[src/rtl/idle_deleter.sv]
// TX clock-compensation stage ahead of the 66b block FIFO.
// Drops owed idle blocks so the AM inserter gets room each period.
module idle_deleter #(
  parameter int NB_DATA   = 66,
  parameter int PERIOD    = 16384,
  parameter int NB_PERIOD = 14,
  parameter int N_DELETE  = 20,
  parameter int NB_CREDIT = 6
) (
  input  logic                 i_clock,
  input  logic                 i_reset_n,
  input  logic                 i_enable,
  input  logic                 i_valid,
  input  logic [NB_DATA-1:0]   i_data,
  output logic [NB_DATA-1:0]   o_data,
  output logic                 o_write_enb,
  output logic [NB_CREDIT-1:0] o_credit,
  output logic                 o_credit_ovf
);

  localparam int CW = NB_CREDIT + 1;
  localparam logic [NB_PERIOD-1:0] P_LAST = NB_PERIOD'(PERIOD - 1);
  localparam logic [CW-1:0] C_ADD = CW'(N_DELETE);
  localparam logic [CW-1:0] C_MAX = CW'(2 * N_DELETE);
  localparam logic [CW-1:0] C_ONE = CW'(1);

  logic [NB_PERIOD-1:0] period_q, period_d;
  logic [NB_CREDIT-1:0] credit_q, credit_d;
  logic                 ovf_q, ovf_d;
  logic [NB_DATA-1:0]   data_q, data_d;
  logic                 we_q, we_d;

  logic          fire;
  logic          is_idle;
  logic          del;
  logic          tick;
  logic [CW-1:0] sum;

  assign fire    = i_enable & i_valid;
  assign is_idle = (i_data[65:64] == 2'b10) &&
                   (i_data[63:56] == 8'h1E) &&
                   (i_data[55:0] == 56'd0);
  assign del     = fire & is_idle & (credit_q != '0);
  assign tick    = fire & (period_q == P_LAST);

  // Tick credit and deletion debit resolve in one step.
  assign sum = {1'b0, credit_q}
             + (tick ? C_ADD : '0)
             - (del ? C_ONE : '0);

  always_comb begin
    period_d = period_q;
    if (fire) begin
      period_d = tick ? '0 : period_q + 1'b1;
    end
  end

  always_comb begin
    credit_d = sum[NB_CREDIT-1:0];
    ovf_d    = ovf_q;
    if (sum > C_MAX) begin
      credit_d = C_MAX[NB_CREDIT-1:0];
      ovf_d    = 1'b1;
    end
  end

  always_comb begin
    we_d   = fire & ~del;
    data_d = we_d ? i_data : data_q;
  end

  always_ff @(posedge i_clock or negedge i_reset_n) begin
    if (!i_reset_n) begin
      period_q <= '0;
      credit_q <= '0;
      ovf_q    <= 1'b0;
      data_q   <= '0;
      we_q     <= 1'b0;
    end else begin
      period_q <= period_d;
      credit_q <= credit_d;
      ovf_q    <= ovf_d;
      data_q   <= data_d;
      we_q     <= we_d;
    end
  end

  assign o_data       = data_q;
  assign o_write_enb  = we_q;
  assign o_credit     = credit_q;
  assign o_credit_ovf = ovf_q;

endmodule

[config.mk]
export PLATFORM = sky130hd
export DESIGN_NAME = idle_deleter
export DESIGN_NICKNAME = d
export VERILOG_FILES = /design/src/rtl/idle_deleter.sv
export SDC_FILE = /design/constraint.sdc
export NUM_CORES = 1
export LEC_CHECK = 0
export CORE_MARGIN = 1.5
export CORE_UTILIZATION = 50
export CTS_BUF_LIST = sky130_fd_sc_hd__clkbuf_8
export CTS_CLUSTER_SIZE = 20
export DETAILED_ROUTE_END_ITERATION = 8
export PLACE_DENSITY = 0.87
export RECOVER_POWER = 50
export SLEW_MARGIN = 10
export SYNTH_ARGS = -nofsm -noshare
export SYNTH_HDL_FRONTEND = slang
export SYNTH_SLANG_ARGS = --single-unit
[constraint.sdc]
create_clock -name i_clock -period 9.52 [get_ports i_clock]
set_input_delay 2.856 -clock i_clock [delete_from_list [all_inputs] [get_ports i_clock]]
set_output_delay 2.856 -clock i_clock [all_outputs]
set_load 0.02 [all_outputs]
==> PnR_summary.wiki <==
{| class="wikitable"
! Metric !! Value
|-
| Remaining global-route overflow || 0
|-
| Core ar. || 7690 um2
|-
| Die extent in x || 91.9 um
|-
| Number of rows in the core area || 32
|-
| Top-area cell type share of the netlist area || 55.8%
|-
| Power density over the cells || 167 nW/um2
|-
| Vias per cell || 5.33
|-
| Psw || 0.278 mW
|-
| Iteration count of the initial detailed-routing pass || 4
|-
| Average size of a mapped cell || 13.4 um2
|-
| Number of stages on the worst setup path || 1
|-
| Critical path, cell by cell || clkbuf_1
|-
| Worst Hold Depth || 1
|-
| Count of final hold-check violations || 0
|-
| Library cell used as clock root buffer || sky130_fd_sc_hd__clkbuf_8
|-
| Path class of the lowest-slack min-delay path || reg2reg
|-
| Final TNS setup || 0 ps
|-
| Placed cell count || 531
|-
| Proportion of register bits with asynchronous set or reset after synthesis || 100%
|-
| Headroom to the max-slew limit || -206%
|-
| Post-CTS setup buffer count || 0
|-
| Req. time, crit path || 8900 ps
|-
| Clock buffers created by TritonCTS || 9
|-
| Post-route DRC violation count || 0
|-
| Global-route wire length before repair || 15300 um
|-
| Library cell contributing the largest single delay on the critical path || sky130_fd_sc_hd__clkbuf_1
|-
| Routability-driven placement congestion ratio || 0.817
|-
| Fin crit period || 6690 ps
|-
| Skew final || 11.3 ps
|-
| Number of input and output port buffers inserted || 143
|-
| CTS H-tree depth || 3
|-
| Failing checks || max-capacitance violations, max-slew violations
|-
| Iter 0 DRT Violations || 103
|-
| Largest stage delay on the critical path || 3170 ps
|-
| Largest net degree at the start of global routing || 89
|-
| Pre-CTS WS || 2950 ps
|-
| Number of library cell types mapped by synthesis || 41
|-
| Crit. End Element || asynchronous set/reset pin
|-
| Clock Pin Slew Worst Setup and Hold Paths || 80 ps
|-
| Unrepaired setup endpoints after global routing || false
|-
| Cell Area, Synth || 3950 um2
|-
| Critical Path Source Type || input pin
|-
| # clock sinks || 88
|-
| Post-route insts no fill || 547
|-
| Nets@finish || 520
|-
| FF-to-FF Start || period_q[3]
|-
| Antenna Violating Nets Remaining || 0
|-
| Detailed-route wire length || 9450 um
|-
| Worst Slack Setup Final || 2830 ps
|-
| Global Route Usage Sum || 23.5%
|-
| Clock insertion delay at the later pin of the skew report || 350 ps
|-
| Synth top cells by count || sky130_fd_sc_hd__dfrtp_1 (88), sky130_fd_sc_hd__mux2_2 (37), sky130_fd_sc_hd__mux2_4 (20)
|-
| Crit path buf inv count || 1
|-
| Actual slew at the worst max-slew pin || 4590 ps
|-
| Path type of the worst setup path || in2async
|-
| Detail Placement HPWL || 7030 um
|-
| Antenna violations before repair || 0
|-
| Standby leakage power || 2.38 nW
|-
| Count of cells resized by post-cts repair || 0
|-
| Internal cell power || 0.653 mW
|-
| Area of placed instances || 5420 um2
|-
| Number of enable flip-flop cells after synthesis || 0
|-
| Number of standard cells after synthesis || 294
|-
| Portion of total power attributed to combinational logic || 26.6%
|-
| Crit path DAT || 6070 ps
|-
| N_diodes || 0
|-
| Worst Reg-to-Reg Cells || 12
|-
| Status || complete, but fails checks
|-
| Register share of total power || 48.8%
|-
| Synthesis Warnings || 0
|-
| Synth area leader || sky130_fd_sc_hd__dfrtp_1
|-
| Tcrit/Tclk final || 70.3%
|-
| Post-route cell area || 5590 um2
|-
| Flop and latch count out of synthesis || 88
|-
| CTS tree || done
|-
| Hold Worst Slack || 473 ps
|-
| Total design power || 0.932 mW
|-
| Worst setup path startpoint || i_reset_n
|-
| Number of max-slew violations in the final report || 89
|-
| Most frequently used cell type in the post-synthesis netlist || sky130_fd_sc_hd__dfrtp_1
|-
| Max capacitance violation total || 1
|-
| Post-layout util || 72.7%
|-
| Number of global-route vias before repair || 3053
|-
| Max Clock Freq || 0.149 GHz
|-
| Part of the Yosys area used for sequential elements || 55.8%
|-
| Switching fraction of total power || 29.9%
|-
| Die ar. || 8440 um2
|-
| Post-CTS Hold Fix Bufs || 0
|-
| Clock network fraction of total power || 24.6%
|-
| Most common flop cell mapped by yosys || sky130_fd_sc_hd__dfrtp_1
|-
| Critical path's top delay family || buffers and inverters
|-
| Number of failing setup endpoints in the final timing report || 0
|-
| Area added between synthesis and finish || 41.5%
|-
| Worst Path Max Fanout || 88
|-
| Fraction of final layout cells with drive strength greater than 1 || 16.2%
|-
| Top cells by area in the synthesized netlist || sky130_fd_sc_hd__dfrtp_1 (56%), sky130_fd_sc_hd__mux2_2 (11%), sky130_fd_sc_hd__mux2_4 (7.6%)
|-
| Max VDD drop || 0.108 mV
|-
| Average detailed-routed wire length per instance || 17.3 um
|-
| Mapped Nets || 374
|-
| Floorplan die height || 91.9 um
|-
| IO Count || 144
|-
| Starting Density || 51.4%
|-
| Maximum root-to-sink buffer count || 2
|-
| Startpoint of the worst hold path || period_q[12]
|-
| Vias after detailed routing || 2916
|}
[worst reg2reg max path, cell delays in order (launching register included)]
cell and delay [ps]:
sky130_fd_sc_hd__dfrtp_1 460, sky130_fd_sc_hd__and4_1 240, sky130_fd_sc_hd__nand3_1 180, sky130_fd_sc_hd__nor3_1 660, sky130_fd_sc_hd__inv_1 150, sky130_fd_sc_hd__ha_1 360, sky130_fd_sc_hd__inv_1 50, sky130_fd_sc_hd__ha_1 270
sky130_fd_sc_hd__a21o_1 200, sky130_fd_sc_hd__a311o_1 350, sky130_fd_sc_hd__a21oi_1 190, sky130_fd_sc_hd__xnor2_1 170, sky130_fd_sc_hd__or3_1 390
[kinds of logic after synthesis]
logic type,share of synthesized area (%)
mux,20.7
fa+ha+maj,3.36
xor+xnor,2.44
simple gates,10.1
compound gates,3.58
flops,55.8
buf+inv,4.06
[flip-flops by register name, summed over array words and instances, names as in the netlist]
| signal | flops |
|---|---|
| period_q | 14 |
| o_credit | 6 |
| o_credit_ovf | 1 |
| o_data | 66 |
| o_write_enb | 1 |
[placed cells by master (no fill, tap or decap), types with 6 or more instances in the layout]
master,instances
sky130_fd_sc_hd__clkdlybuf4s50_1,111
sky130_fd_sc_hd__inv_1,20
sky130_fd_sc_hd__nor4_1,14
sky130_fd_sc_hd__mux2_2,37
sky130_fd_sc_hd__dfrtp_1,88
sky130_fd_sc_hd__nor3_1,6
sky130_fd_sc_hd__nor2_1,11
sky130_fd_sc_hd__dlygate4sd3_1,31
sky130_fd_sc_hd__nand2_1,12
sky130_fd_sc_hd__ha_1,9
sky130_fd_sc_hd__mux2_4,20
sky130_fd_sc_hd__clkbuf_8,9
sky130_fd_sc_hd__nand4_1,7
sky130_fd_sc_hd__mux2_1,9
sky130_fd_sc_hd__xnor2_1,10
[power by group through the flow]
| stage | Sequential (mW) | Clock, mW | Combinational, mW |
|---|---|---|---|
| floorplan | 0.510 | 0 | 0.0672 |
| global placement | 0.458 | 0 | 0.251 |
| global route | 0.462 | 0.249 | 0.263 |
| detailed placement | 0.462 | 0 | 0.256 |
| CTS | 0.454 | 0.234 | 0.258 |
| finish | 0.454 | 0.229 | 0.248 |
[worst paths after layout]
kind                                 to  slack [ps]
max reg2reg                o_credit_ovf        5730
max                         period_q[0]        2830
min in group asynchronous    o_data[25]        4140
min reg2reg                period_q[12]         470
min                        period_q[12]         470
max in group i_clock       o_credit_ovf        3150
[layer usage]
layer	global-route usage [%]	share of wire [%]	vias up
li1	-	-	1349
met1	28.5	41	1433
met2	40.9	51	114
met3	4.98	5.3	20
met4	9.10	2.5	0
met5	0	0	-
[area by class of cell]
type                    instances  area (um2)
fillers                       529        2100
clock inverters                 7        48.8
repair buffers                143        1430
well taps                     102         128
inverters                      18        67.6
clock buffers                   9         124
flip-flops and latches         88        2200
multi-input cells             180        1590
Power figures use the tool's default switching activity.
